File: config.mk
export PLATFORM = sky130hd
export DESIGN_NAME = axis_packet_arbiter
export DESIGN_NICKNAME = d
export VERILOG_FILES = /design/src/rtl/axis_packet_arbiter_pkg.sv /design/src/rtl/axis_skid_buffer.sv /design/src/rtl/axis_packet_arbiter.sv
export SDC_FILE = /design/constraint.sdc
export NUM_CORES = 1
export LEC_CHECK = 0
export BUFFER_PORTS_ARGS = -buffer_cell sky130_fd_sc_hd__buf_2
export CELL_PAD_IN_SITES_DETAIL_PLACEMENT = 1
export CELL_PAD_IN_SITES_GLOBAL_PLACEMENT = 2
export CORE_ASPECT_RATIO = 0.75
export CORE_UTILIZATION = 28
export DETAILED_ROUTE_END_ITERATION = 8
export PLACE_DENSITY = 0.95
export REMOVE_ABC_BUFFERS = 1
export SYNTH_ARGS = -nofsm -noshare
export SYNTH_HDL_FRONTEND = slang
export SYNTH_SLANG_ARGS = --single-unit
File: constraint.sdc
create_clock -name clk_m_axis_i -period 3.8 [get_ports clk_m_axis_i]
set_input_delay 0.19 -clock clk_m_axis_i [delete_from_list [all_inputs] [get_ports clk_m_axis_i]]
set_output_delay 0.19 -clock clk_m_axis_i [all_outputs]
set_load 0.1 [all_outputs]
File: src/rtl/axis_packet_arbiter_pkg.sv
// Shared definitions for the AXI-Stream packet arbiter: FSM encoding,
// sizing helper and the round-robin pick used by the arbitration decision.
package axis_packet_arbiter_pkg;

  typedef enum logic {
    ArbStateIdle   = 1'b0,
    ArbStateLocked = 1'b1
  } arb_state_e;

  localparam int unsigned MaxRequesters = 16;
  localparam int unsigned MaxGrantWidth = 4;

  // Width of an index able to address n items, never below one bit.
  function automatic int unsigned bitsize(input int unsigned n);
    return (n > 1) ? $clog2(n) : 1;
  endfunction

  // First set request at or above ptr, wrapping at n; ptr is assumed < n.
  function automatic logic [MaxGrantWidth-1:0] rr_pick(
    input logic [MaxRequesters-1:0] req,
    input logic [MaxGrantWidth-1:0] ptr,
    input int unsigned              n
  );
    logic [MaxGrantWidth:0] idx;
    logic                   found;
    rr_pick = '0;
    found   = 1'b0;
    for (int unsigned i = 0; i < MaxRequesters; i++) begin
      idx = 5'(ptr) + 5'(i);
      if (idx >= 5'(n)) begin
        idx = idx - 5'(n);
      end
      if (!found && (i < n) && req[idx[MaxGrantWidth-1:0]]) begin
        rr_pick = idx[MaxGrantWidth-1:0];
        found   = 1'b1;
      end
    end
  endfunction

endpackage

File: src/rtl/axis_skid_buffer.sv
// Two-entry AXI-Stream output register stage; outputs come straight from the
// head register, and the producer is told one cycle ahead whether space remains.
module axis_skid_buffer #(
  parameter int unsigned Width = 8
) (
  input  logic             clk,
  input  logic             rst,
  input  logic             push,
  input  logic [Width-1:0] push_data,
  output logic             not_full_next_c,
  input  logic             out_ready,
  output logic             out_valid,
  output logic [Width-1:0] out_data
);

  logic [Width-1:0] head_q, head_d, tail_q, tail_d;
  logic             head_vld_q, head_vld_d, tail_vld_q, tail_vld_d;
  logic             pop_c;

  assign pop_c     = head_vld_q && out_ready;
  assign out_valid = head_vld_q;
  assign out_data  = head_q;

  // Pop shifts tail into head first, then a push fills the first empty slot.
  always_comb begin
    head_d     = head_q;
    head_vld_d = head_vld_q;
    tail_d     = tail_q;
    tail_vld_d = tail_vld_q;
    if (pop_c) begin
      head_d     = tail_q;
      head_vld_d = tail_vld_q;
      tail_vld_d = 1'b0;
    end
    if (push) begin
      if (!head_vld_d) begin
        head_d     = push_data;
        head_vld_d = 1'b1;
      end else begin
        tail_d     = push_data;
        tail_vld_d = 1'b1;
      end
    end
    not_full_next_c = !tail_vld_d;
  end

  always_ff @(posedge clk) begin
    if (rst) begin
      head_q     <= '0;
      tail_q     <= '0;
      head_vld_q <= 1'b0;
      tail_vld_q <= 1'b0;
    end else begin
      head_q     <= head_d;
      tail_q     <= tail_d;
      head_vld_q <= head_vld_d;
      tail_vld_q <= tail_vld_d;
    end
  end

endmodule

File: src/rtl/axis_packet_arbiter.sv
// Packet-granular round-robin arbiter sharing one AXI-Stream initiator among
// several sources; grant is held from first beat until tlast is accepted.
module axis_packet_arbiter
  import axis_packet_arbiter_pkg::*;
#(
  parameter int unsigned NumRequesters = 4,
  parameter int unsigned TDataWidth    = 64,
  parameter int unsigned TIdWidth      = 8,
  parameter int unsigned TDestWidth    = 8,
  parameter int unsigned TidOverride   = 0
) (
  input  logic                                clk_m_axis_i,
  input  logic                                rst_m_axis_i,
  input  logic [NumRequesters-1:0]            s_axis_tvalid_i,
  output logic [NumRequesters-1:0]            s_axis_tready_o,
  input  logic [NumRequesters*TDataWidth-1:0] s_axis_tdata_i,
  input  logic [NumRequesters-1:0]            s_axis_tlast_i,
  input  logic [NumRequesters*TIdWidth-1:0]   s_axis_tid_i,
  input  logic [NumRequesters*TDestWidth-1:0] s_axis_tdest_i,
  output logic                                m_axis_tvalid_o,
  input  logic                                m_axis_tready_i,
  output logic [TDataWidth-1:0]               m_axis_tdata_o,
  output logic                                m_axis_tlast_o,
  output logic [TIdWidth-1:0]                 m_axis_tid_o,
  output logic [TDestWidth-1:0]               m_axis_tdest_o,
  output logic [bitsize(NumRequesters)-1:0]   grant_o,
  output logic                                busy_o
);

  localparam int unsigned GrantWidth   = bitsize(NumRequesters);
  localparam int unsigned PayloadWidth = TDataWidth + 1 + TIdWidth + TDestWidth;

  arb_state_e              state_q, state_d;
  logic [GrantWidth-1:0]   grant_q, grant_d;
  logic [GrantWidth-1:0]   rr_ptr_q, rr_ptr_d;
  logic                    busy_q, busy_d;
  logic [NumRequesters-1:0] tready_q, tready_d;

  logic                    push_c;
  logic                    beat_last_c;
  logic                    buf_not_full_next_c;
  logic [TIdWidth-1:0]     tid_sel_c;
  logic [PayloadWidth-1:0] push_payload_c;
  logic [PayloadWidth-1:0] head_payload;

  // Only the granted source ever sees ready, so any handshake is its beat.
  assign push_c      = |(s_axis_tvalid_i & tready_q);
  assign beat_last_c = s_axis_tlast_i[grant_q];

  assign tid_sel_c = (TidOverride != 0) ? TIdWidth'(grant_q)
                                        : s_axis_tid_i[32'(grant_q)*TIdWidth +: TIdWidth];

  assign push_payload_c = {s_axis_tdata_i[32'(grant_q)*TDataWidth +: TDataWidth],
                           beat_last_c,
                           tid_sel_c,
                           s_axis_tdest_i[32'(grant_q)*TDestWidth +: TDestWidth]};

  // Arbitration and packet lock; ready is precomputed for the next cycle.
  always_comb begin
    state_d  = state_q;
    grant_d  = grant_q;
    rr_ptr_d = rr_ptr_q;
    busy_d   = busy_q;
    tready_d = '0;
    unique case (state_q)
      ArbStateIdle: begin
        if (|s_axis_tvalid_i) begin
          grant_d = GrantWidth'(rr_pick(MaxRequesters'(s_axis_tvalid_i),
                                        MaxGrantWidth'(rr_ptr_q), NumRequesters));
          busy_d  = 1'b1;
          state_d = ArbStateLocked;
        end
      end
      ArbStateLocked: begin
        if (push_c && beat_last_c) begin
          state_d  = ArbStateIdle;
          busy_d   = 1'b0;
          rr_ptr_d = (32'(grant_q) == NumRequesters - 1) ? '0
                                                         : grant_q + GrantWidth'(1);
        end
      end
      default: state_d = ArbStateIdle;
    endcase
    if ((state_d == ArbStateLocked) && buf_not_full_next_c) begin
      tready_d[grant_d] = 1'b1;
    end
  end

  always_ff @(posedge clk_m_axis_i) begin
    if (rst_m_axis_i) begin
      state_q  <= ArbStateIdle;
      grant_q  <= '0;
      rr_ptr_q <= '0;
      busy_q   <= 1'b0;
      tready_q <= '0;
    end else begin
      state_q  <= state_d;
      grant_q  <= grant_d;
      rr_ptr_q <= rr_ptr_d;
      busy_q   <= busy_d;
      tready_q <= tready_d;
    end
  end

  assign s_axis_tready_o = tready_q;
  assign grant_o         = grant_q;
  assign busy_o          = busy_q;

  axis_skid_buffer #(
    .Width (PayloadWidth)
  ) u_skid (
    .clk             (clk_m_axis_i),
    .rst             (rst_m_axis_i),
    .push            (push_c),
    .push_data       (push_payload_c),
    .not_full_next_c (buf_not_full_next_c),
    .out_ready       (m_axis_tready_i),
    .out_valid       (m_axis_tvalid_o),
    .out_data        (head_payload)
  );

  assign {m_axis_tdata_o, m_axis_tlast_o, m_axis_tid_o, m_axis_tdest_o} = head_payload;

endmodule

==> results of run 1 <==
-- worst reg2reg max path, cell delays in order, from the launching register on --
cell,delay (ns)
dfxtp_1,0.65
inv_1,0.19
ha_1,0.44
mux4_2,0.51
nor3b_2,0.18
nor2_1,0.11
o21ai_0,0.12
a22oi_2,0.22
and4_1,0.22
-- how the worst max path moves through the flow --
stage,start,endpoint,cells after the start
CTS,rr_ptr_q[0],s_axis_tready_o[0],8
finish,rr_ptr_q[0],s_axis_tready_o[0],8
floorplan,grant_o[0],rr_ptr_q[0],4
global route,rr_ptr_q[0],s_axis_tready_o[3],7
global placement,rr_ptr_q[0],s_axis_tready_o[2],7
detailed placement,rr_ptr_q[0],s_axis_tready_o[2],7
-- flip-flops by register name, summed over array words and instances, names as in the netlist --
name / flops
u_skid.tail_vld_q: 1
busy_o: 1
rr_ptr_q: 2
s_axis_tready_o: 4
grant_o: 2
u_skid.out_valid: 1
state_q: 1
u_skid.tail_q: 81
u_skid.out_data: 81
-- stage by stage --
| step | hold WS, ns | utilization | instance area, µm² |
|---|---|---|---|
| after floorplan | 0.259 | - | 8530 |
| after global placement | 0.442 | 0.359 | 11300 |
| after detailed placement | 0.447 | 0.359 | 11300 |
| after CTS | 0.189 | 0.377 | 11800 |
| after global routing | 0.223 | 0.377 | 11800 |
| final | 0.216 | 0.377 | 11800 |
-- per-layer routing --
layer  vias to the layer above  track usage
met4                         2       0.0578
met5                         -            0
met1                      4562        0.229
met2                       333        0.358
met3                        39       0.0495
li1                       4278            -
-- power by group --
group / leakage, nW / total [mW] / internal, mW / switching (mW)
Clock: 0.254 / 1.70 / 0.933 / 0.765
Sequential: 1.42 / 2.05 / 1.96 / 0.0929
Combinational: 2.96 / 1.89 / 0.480 / 1.41
-- logic make-up (layout without fill, tap and decap cells) --
kind of cell	after synthesis	after routing
AO/OA/AOI/OAI	182	182
adder cells (fa/ha/maj)	5	5
buffers and inverters	106	464
flip-flops	174	174
multiplexers	86	86
other	0	2
AND/OR/NAND/NOR	433	433
-- cell type report --
cell class                 count  area (µm²)
multi-input combinational    706        5050
clock inverter                 9        90.1
sequential                   174        3490
timing repair buffer         428        2200
fill                        3779       19600
clock buffer                  21         460
inverter                       6        22.5
tap                          406         508
antenna                        2        5.00
-- placed cells by master, fill, tap and decap left out, drive strengths merged, types with 5 or more instances in the layout --
cell type / count
buf: 428
inv: 7
dfxtp: 174
a21oi: 87
mux4: 84
clkbuf: 21
nor2: 88
a311oi: 81
nand3: 83
nand2: 250
clkinvlp: 5
ha: 5
==> summary.txt, run 1 <==
Timing
  – Final setup vio count: 0
  – Setup TNS: 0 ns
  – Worst rel slew slack: 0.243
  – Clock Skews: 0.0135 ns
  – Tmin final: 2.70 ns
  – Final worst-path cycle share: 0.710
  – Max Clk Rate: 0.371 GHz
  – Tightest Pin Transition: 1.14 ns
  – RSZ-0062 raised after global routing: no
  – Final Hold Vio Count: 0
  – Max-slew violation count: 0
  – Post-route setup slack: 1.10 ns

Power
  – Pleak: 4.64 nW
  – VDD IR-drop max: 0.179 mV
  – Total Power: 5.64 mW
  – Pwr Density: 477 nW/µm²

GRT
  – Global route overflow: 0
  – GRT Total Usage: 0.197
  – Global-route wire length before repair: 50600 µm
  – Initial antenna violation count: 4
  – Largest net degree at the start of global routing: 163
  – Vias in the first global route: 9456

Synth
  – Xor and xnor fraction of the mapped netlist area: 0
  – Largest area contributor in the netlist: dfxtp_1
  – Post-synthesis sequential area ratio: 0.389
  – Mapped Area: 8960 µm²
  – Top_reg_cell synth: dfxtp_1
  – Cell count after synthesis: 986
  – Synth unique cells: 38
  – Post-synth EDFFs: 0
  – Simple-gate share of the synthesized area: 0.199
  – Main combinational cell family by area after synthesis: multiplexers
  – Post-synth top cells: nand2_1 (249), dfxtp_1 (174), a21oi_1 (87), nor2_1 (87), mux4_2 (84)
  – Syn Area/Cell: 9.09 µm²
  – Post-Synth Adder-Cell Area: 0.00698
  – Mux cell area share after synthesis: 0.213
  – Top-count cell post-synth: nand2_1
  – Synthesized flop and latch total: 174
  – FFs w/ async S/R, synth: 0
  – Post-synthesis compound-gate area fraction: 0.141
  – Top cell type's share of synthesized area: 0.389
  – Synth warn: 0
  – Synth area leaders: dfxtp_1 (39%), mux4_2 (21%), nand2_1 (10%)

Routing
  – Via count: 9214
  – Drt initial violations: 368
  – WL met2: 16900 µm
  – Final wirelength: 33100 µm
  – Routed wire length per instance: 18.9 µm
  – Highest Signal Layer: met5
  – WL met1: 13700 µm
  – Drt drc: 0
  – Post-route ant nets: 0
  – Routed met3 length: 2000 µm
  – DR vias/cell: 5.26
  – Drt pass-1 iters: 4

Worst setup path
  – WP buf/inv: 1
  – Worst endpoint data arrival time: 3.07 ns
  – Crit-path max cell delay: 0.65 ns
  – Endpoint class of the critical path: register
  – Crit path max fanout: 11
  – Reg2reg setup slack: 1.10 ns
  – Family with the most delay on the worst path: flip-flops
  – Cell Chain, Critical Path: inv_1 > ha_1 > mux4_2 > nor3b_2 > nor2_1 > o21ai_0 > a22oi_2 > and4_1
  – Setup CP Type: reg -> reg
  – WP data required: 4.18 ns
  – Startpoint Class: register
  – Reg2reg end: s_axis_tready_o[0]
  – Reg-to-Reg Start: rr_ptr_q[0]
  – R2R depth: 8
  – CP max-delay cell: dfxtp_1

Hold path
  – Type of the tightest min-delay check: in -> reg
  – Hold-critical path endpoint: u_skid.out_data[40]
  – Hold Crit Start: m_axis_tready_i
  – Hold Path Depth: 3

Clock tree
  – Clk_lat worst skew: 0.43 ns
  – # clock sinks: 174
  – Clk slew on worst S/H paths: 0.08 ns
  – CTS tree: built
  – Max Root-Sink Buffers: 2
  – Hold buffers post-CTS: 0
  – H-Tree Level Count: 4
  – Post-CTS Resized: 0
  – Clock buffers created by TritonCTS: 17
  – Clk root buf: clkbuf_16
  – Post-CTS Setup Inserts: 0

Finish
  – Share of cells above drive strength 1: 0.411
  – Synth-to-Final Area Change: 32.0%
  – Non-Filler Instances: 1752
  – Final #Nets: 1669

Flow run
  – Max-cap violations: 0

Place
  – Setup slack at placement: 1.14 ns
  – Final HPWL DP: 23200 µm
  – PortBufs: 419
  – Final RePlAce weighted congestion: 0.784
  – Placed cells: 1720

Die
  – Row cnt: 56
  – Die H: 157 µm
  – I/O pin count: 420
  – Die X-Extent: 209 µm
  – Core area: 31400 µm²
  – DIE AREA: 32700 µm²
  – Initial Util: 0.286

Outcome
  – Status: completed
(Power assumes the default switching activity.)
==> run 2: changes to the inputs <==
--- a/config.mk
+++ b/config.mk
@@ -9,9 +9,9 @@
 export CELL_PAD_IN_SITES_DETAIL_PLACEMENT = 1
 export CELL_PAD_IN_SITES_GLOBAL_PLACEMENT = 2
 export CORE_ASPECT_RATIO = 0.75
-export CORE_UTILIZATION = 28
+export CORE_UTILIZATION = 26
 export DETAILED_ROUTE_END_ITERATION = 8
-export PLACE_DENSITY = 0.95
+export PLACE_DENSITY = 0.91
 export REMOVE_ABC_BUFFERS = 1
 export SYNTH_ARGS = -nofsm -noshare
 export SYNTH_HDL_FRONTEND = slang
==> constraint.sdc (replaced) <==
create_clock -name clk_m_axis_i -period 2.8 [get_ports clk_m_axis_i]
set_input_delay 0.14 -clock clk_m_axis_i [delete_from_list [all_inputs] [get_ports clk_m_axis_i]]
set_output_delay 0.14 -clock clk_m_axis_i [all_outputs]
set_load 0.1 [all_outputs]
==> run 2 against run 1 <==
  * Design area grew 1.7%
  * Fmax grew 18%
  * Count of clock-buffer cells in the layout is the same
  * Sequential power grew 36%
  * Global-route usage shrank 1.4 points
  * Sequential cell count is the same
  * Combinational power grew 37%
  * Critical endpoint is now s_axis_tready_o[2]
  * Largest power group unchanged
==> summary.txt, run 2 (synthesis results as in run 1) <==
Clock tree
  – Clk slew on worst S/H paths: 0.07 ns
  – # clock sinks: 174
  – Clk root buf: clkbuf_16
  – CTS tree: built
  – Post-CTS Setup Inserts: 0
  – Hold buffers post-CTS: 0
  – Clock buffers created by TritonCTS: 17
  – Clk_lat worst skew: 0.43 ns
  – Max Root-Sink Buffers: 2
  – H-Tree Level Count: 4
  – Post-CTS Resized: 0

Worst setup path
  – WP data required: 3.12 ns
  – Crit path max fanout: 6
  – Crit path from: rr_ptr_q[1]
  – Reg-to-Reg Start: rr_ptr_q[1]
  – Startpoint Class: register
  – Setup CP Type: reg -> reg
  – R2R depth: 7
  – Crit path to: s_axis_tready_o[2]
  – Reg2reg end: s_axis_tready_o[2]
  – Endpoint class of the critical path: register
  – Worst endpoint data arrival time: 2.61 ns
  – Reg2reg setup slack: 0.51 ns

Power
  – Pleak: 4.71 nW
  – Combinational group share of total power: 0.339
  – Sequential share of power: 0.366
  – VDD IR-drop max: 0.254 mV
  – Psw: 3.11 mW
  – Total Power: 7.62 mW
  – Internal power: 4.51 mW
  – Clk pwr share: 0.295
  – Pwr Density: 633 nW/µm²
  – Switching share of total power: 0.408

Timing
  – Max Clk Rate: 0.437 GHz
  – RSZ-0062 raised after global routing: no
  – Final worst-path cycle share: 0.818
  – Max-slew violation count: 0
  – Clock Skews: 0.0131 ns
  – Setup TNS: 0 ns
  – Worst rel slew slack: 0.564
  – Tightest Pin Transition: 0.649 ns
  – Final Hold Vio Count: 0
  – Worst hold slack: 0.124 ns
  – Tmin final: 2.29 ns
  – Final setup vio count: 0

GRT
  – Vias in the first global route: 9339
  – GRT Total Usage: 0.183
  – Global route overflow: 0
  – Global-route wire length before repair: 50500 µm
  – Initial antenna violation count: 3
  – Largest net degree at the start of global routing: 82

Place
  – Final HPWL DP: 23200 µm
  – PortBufs: 419
  – Placed cell areas: 11500 µm²
  – Final RePlAce weighted congestion: 0.775

Finish
  – Fin util: 0.357
  – Share of cells above drive strength 1: 0.416
  – Synth-to-Final Area Change: 34.3%
  – Register area: 3490 µm²
  – Footprint of the multi-input gates: 5050 µm²
  – Most frequent cells in the layout: buf_2 (417), nand2_1 (248), dfxtp_1 (171), nor2_1 (87), a21oi_1 (87)
  – Leading cell type in the layout, fill and taps excluded: buf_2
  – Filler Cell Count: 4062
  – Post-route cell area: 12000 µm²
  – Inserted Diodes: 0
  – Final #Nets: 1679

Flow run
  – Max-cap violations: 0

Routing
  – Via count: 9124
  – Post-route ant nets: 0
  – Drt pass-1 iters: 6
  – DR vias/cell: 5.05
  – Final wirelength: 32700 µm
  – Routed wire length per instance: 18.1 µm
  – Drt drc: 0
  – Drt initial violations: 401

Outcome
  – Status: completed

Die
  – Core area: 33700 µm²
  – DIE AREA: 35200 µm²
  – Initial Util: 0.266
  – Die X-Extent: 216 µm
  – I/O pin count: 420
  – Row cnt: 58
  – Die H: 163 µm

Hold path
  – Hold Path Depth: 2
  – Type of the tightest min-delay check: in -> reg
## run 2: power groups by stage
stage	sequential, mW	clock, mW	combinational, mW
6_report	2.79	2.25	2.58
5_1_grt	2.82	2.44	2.73
4_1_cts	2.80	2.33	2.61
3_5_place_dp	2.85	0	2.61
3_3_place_gp	2.85	0	2.57
2_1_floorplan	4.07	0	0.649
## run 2: final cells by class
| type | instances | share of cell area |
|---|---|---|
| clock buffers | 21 | 0.0374 |
| repair buffers | 438 | 0.196 |
| flip-flops and latches | 174 | 0.290 |
| inverters | 6 | 0.00187 |
| multi-input cells | 706 | 0.420 |
| clock inverters | 11 | 0.00717 |
| well taps | 450 | 0.0468 |
## run 2: routing by layer
| metal | up-vias | part of all wire | GRT usage |
|---|---|---|---|
| li1 | 4299 | - | - |
| met1 | 4507 | 0.42 | 0.218 |
| met2 | 291 | 0.51 | 0.332 |
| met3 | 25 | 0.059 | 0.0437 |
| met4 | 2 | 0.0097 | 0.0423 |
| met5 | - | 0.00040 | 0 |
## run 2: worst max-delay path, cell delays in order (launching register included)
cell and delay, ns:
dfxtp_1 0.42, inv_1 0.10, ha_1 0.40, mux4_2 0.51
nor3b_2 0.18, a221oi_2 0.28, a22oi_2 0.12, nor3b_2 0.17
## run 2: how the worst min path moves through the flow
stage,slack (ns),endpoint,startpoint
detailed placement,0.45,u_skid.tail_q[60],u_skid.tail_q[60]
global route,0.14,u_skid.tail_q[40],rst_m_axis_i
finish,0.12,u_skid.tail_q[36],rst_m_axis_i
global placement,0.44,u_skid.tail_q[0],u_skid.tail_q[0]
floorplan,0.21,busy_o,rst_m_axis_i
CTS,0.12,u_skid.tail_q[36],rst_m_axis_i
## run 2: stage by stage
stage | cells | setup WS, ns
finish | 1806 | 0.509
global route | 1806 | 0.299
CTS | 1806 | 0.484
detailed placement | 1774 | 0.492
global placement | 1774 | 0.571
floorplan | 886 | -2.70
==> run 3: changes to the inputs <==
--- a/config.mk
+++ b/config.mk
@@ -9,9 +9,9 @@
 export CELL_PAD_IN_SITES_DETAIL_PLACEMENT = 1
 export CELL_PAD_IN_SITES_GLOBAL_PLACEMENT = 2
 export CORE_ASPECT_RATIO = 0.75
-export CORE_UTILIZATION = 26
+export CORE_UTILIZATION = 24
 export DETAILED_ROUTE_END_ITERATION = 8
-export PLACE_DENSITY = 0.91
+export PLACE_DENSITY = 0.88
 export REMOVE_ABC_BUFFERS = 1
 export SYNTH_ARGS = -nofsm -noshare
 export SYNTH_HDL_FRONTEND = slang
==> constraint.sdc (replaced) <==
create_clock -name clk_m_axis_i -period 2 [get_ports clk_m_axis_i]
set_input_delay 0.1 -clock clk_m_axis_i [delete_from_list [all_inputs] [get_ports clk_m_axis_i]]
set_output_delay 0.1 -clock clk_m_axis_i [all_outputs]
set_load 0.1 [all_outputs]
==> run 3 against run 2 <==
  * The flow now finishes with violations (negative setup slack)
  * Fmax increased by 12%
  * Sequential power rose by 39%
  * Critical path depth did not move
  * Die area grew 8.2%
  * Wire length rose by 5.9%
  * Power grew 43%
  * Global-route usage is 0.42 points lower
  * Critical path type unchanged
==> summary.txt, run 3 (synthesis results as in run 1) <==
Outcome
  – Status: finished, violations left
  – Violated checks: negative setup slack

Routing
  – Routed wire length per instance: 18.5 µm
  – Post-route ant nets: 0
  – Final wirelength: 34600 µm
  – Drt pass-1 iters: 4
  – Via count: 9306
  – Drt drc: 0
  – DR vias/cell: 4.97
  – Drt initial violations: 381

Clock tree
  – Clk_lat worst skew: 0.44 ns
  – # clock sinks: 174
  – Max Root-Sink Buffers: 2
  – Clk slew on worst S/H paths: 0.07 ns
  – Hold buffers post-CTS: 0
  – CTS tree: built
  – Clock buffers created by TritonCTS: 17
  – H-Tree Level Count: 4
  – Clk root buf: clkbuf_16

Timing
  – Max Clk Rate: 0.491 GHz
  – RSZ-0062 raised after global routing: yes
  – Tmin final: 2.04 ns
  – Worst rel slew slack: 0.516
  – Worst hold slack: 0.0877 ns
  – Final Hold Vio Count: 0
  – Clock Skews: 0.00823 ns
  – Max-slew violation count: 0
  – Tightest Pin Transition: 0.726 ns
  – Final setup vio count: 2
  – Post-route setup slack: -0.0368 ns
  – Final worst-path cycle share: 1.02

Place
  – Setup slack at placement: -0.117 ns
  – PortBufs: 419
  – Placed cell areas: 11700 µm²
  – Final RePlAce weighted congestion: 0.762
  – Final HPWL DP: 24800 µm

Finish
  – Leading cell type in the layout, fill and taps excluded: buf_2
  – Post-route cell area: 12300 µm²
  – Most frequent cells in the layout: buf_2 (417), nand2_1 (248), dfxtp_1 (169), nor2_1 (87), a21oi_1 (87)
  – Share of cells above drive strength 1: 0.425
  – Synth-to-Final Area Change: 37.5%
  – Final #Nets: 1695

Die
  – I/O pin count: 420
  – Die X-Extent: 225 µm
  – Die H: 169 µm
  – Row cnt: 60
  – Core area: 36300 µm²
  – Initial Util: 0.247
  – DIE AREA: 38100 µm²

Worst setup path
  – Crit path max fanout: 5
  – Endpoint class of the critical path: register
  – Startpoint Class: register
  – WP data required: 2.33 ns
  – Worst endpoint data arrival time: 2.37 ns
  – Setup CP Type: reg -> reg

Power
  – Pwr Density: 884 nW/µm²
  – VDD IR-drop max: 0.473 mV
  – Pleak: 4.84 nW
  – Total Power: 10.9 mW

GRT
  – Initial antenna violation count: 10
  – Vias in the first global route: 9727
  – Global-route wire length before repair: 52500 µm
  – Global route overflow: 0
  – GRT Total Usage: 0.179
  – Largest net degree at the start of global routing: 82

Hold path
  – Type of the tightest min-delay check: in -> reg

Flow run
  – Max-cap violations: 0
## run 3: cell count changes in the layout (fill, tap and decap cells not counted), sizes merged
cell and delta:
buf +15, clkbuf +3, inv -2, diode +5, clkinvlp -3, clkinv +2, bufinv +1
## run 3: per-stage QoR
step	util	std cells	setup TNS [ns]
global route	0.339	1871	-0.391
floorplan	-	886	-551.01
global placement	0.321	1831	-0.0748
finish	0.339	1873	-0.0685
detailed placement	0.321	1831	-0.389
CTS	0.337	1864	-0.0799
## run 3: report_power, final
| part | internal [mW] | switching [mW] |
|---|---|---|
| combinational | 1.02 | 2.75 |
| clock | 1.79 | 1.46 |
| sequential | 3.73 | 0.148 |
## run 3: final timing paths
path	from	to	slack, ns	depth (start not counted)
max	rr_ptr_q[0]	s_axis_tready_o[2]	-0.04	7
min	rst_m_axis_i	u_skid.tail_q[59]	0.09	2
min reg2reg	u_skid.tail_q[7]	u_skid.tail_q[7]	0.46	2
max reg2reg	rr_ptr_q[0]	s_axis_tready_o[2]	-0.04	7
## run 3: critical path: stages (launching register included)
cell	delay, ns
dfxtp_2	0.34
inv_2	0.05
ha_4	0.27
mux4_2	0.49
nor3b_4	0.17
a221oi_2	0.30
a22oi_2	0.13
nor3b_2	0.18
## run 3: metal layers
metal	wire length, µm	track usage
met3	2090	0.0459
met5	41	0
met1	14200	0.203
met2	17600	0.323
met4	648	0.0645
## run 3: timing repair
action | CTS | global route
cloned | 0 | 1
buffers inserted | 1 | 3
gates resized for setup | 7 | 3
endpoints found under the setup margin | 5 | 100
pin swaps | 3 | 7
## run 3: cell type report
cell class / count / area (µm²)
well taps: 496 / 621
flip-flops and latches: 174 / 3500
diodes: 5 / 12.5
repair buffers: 454 / 2540
inverters: 6 / 22.5
multi-input cells: 706 / 5070
fillers: 4367 / 24000
clock buffers: 23 / 469
clock inverters: 9 / 86.3
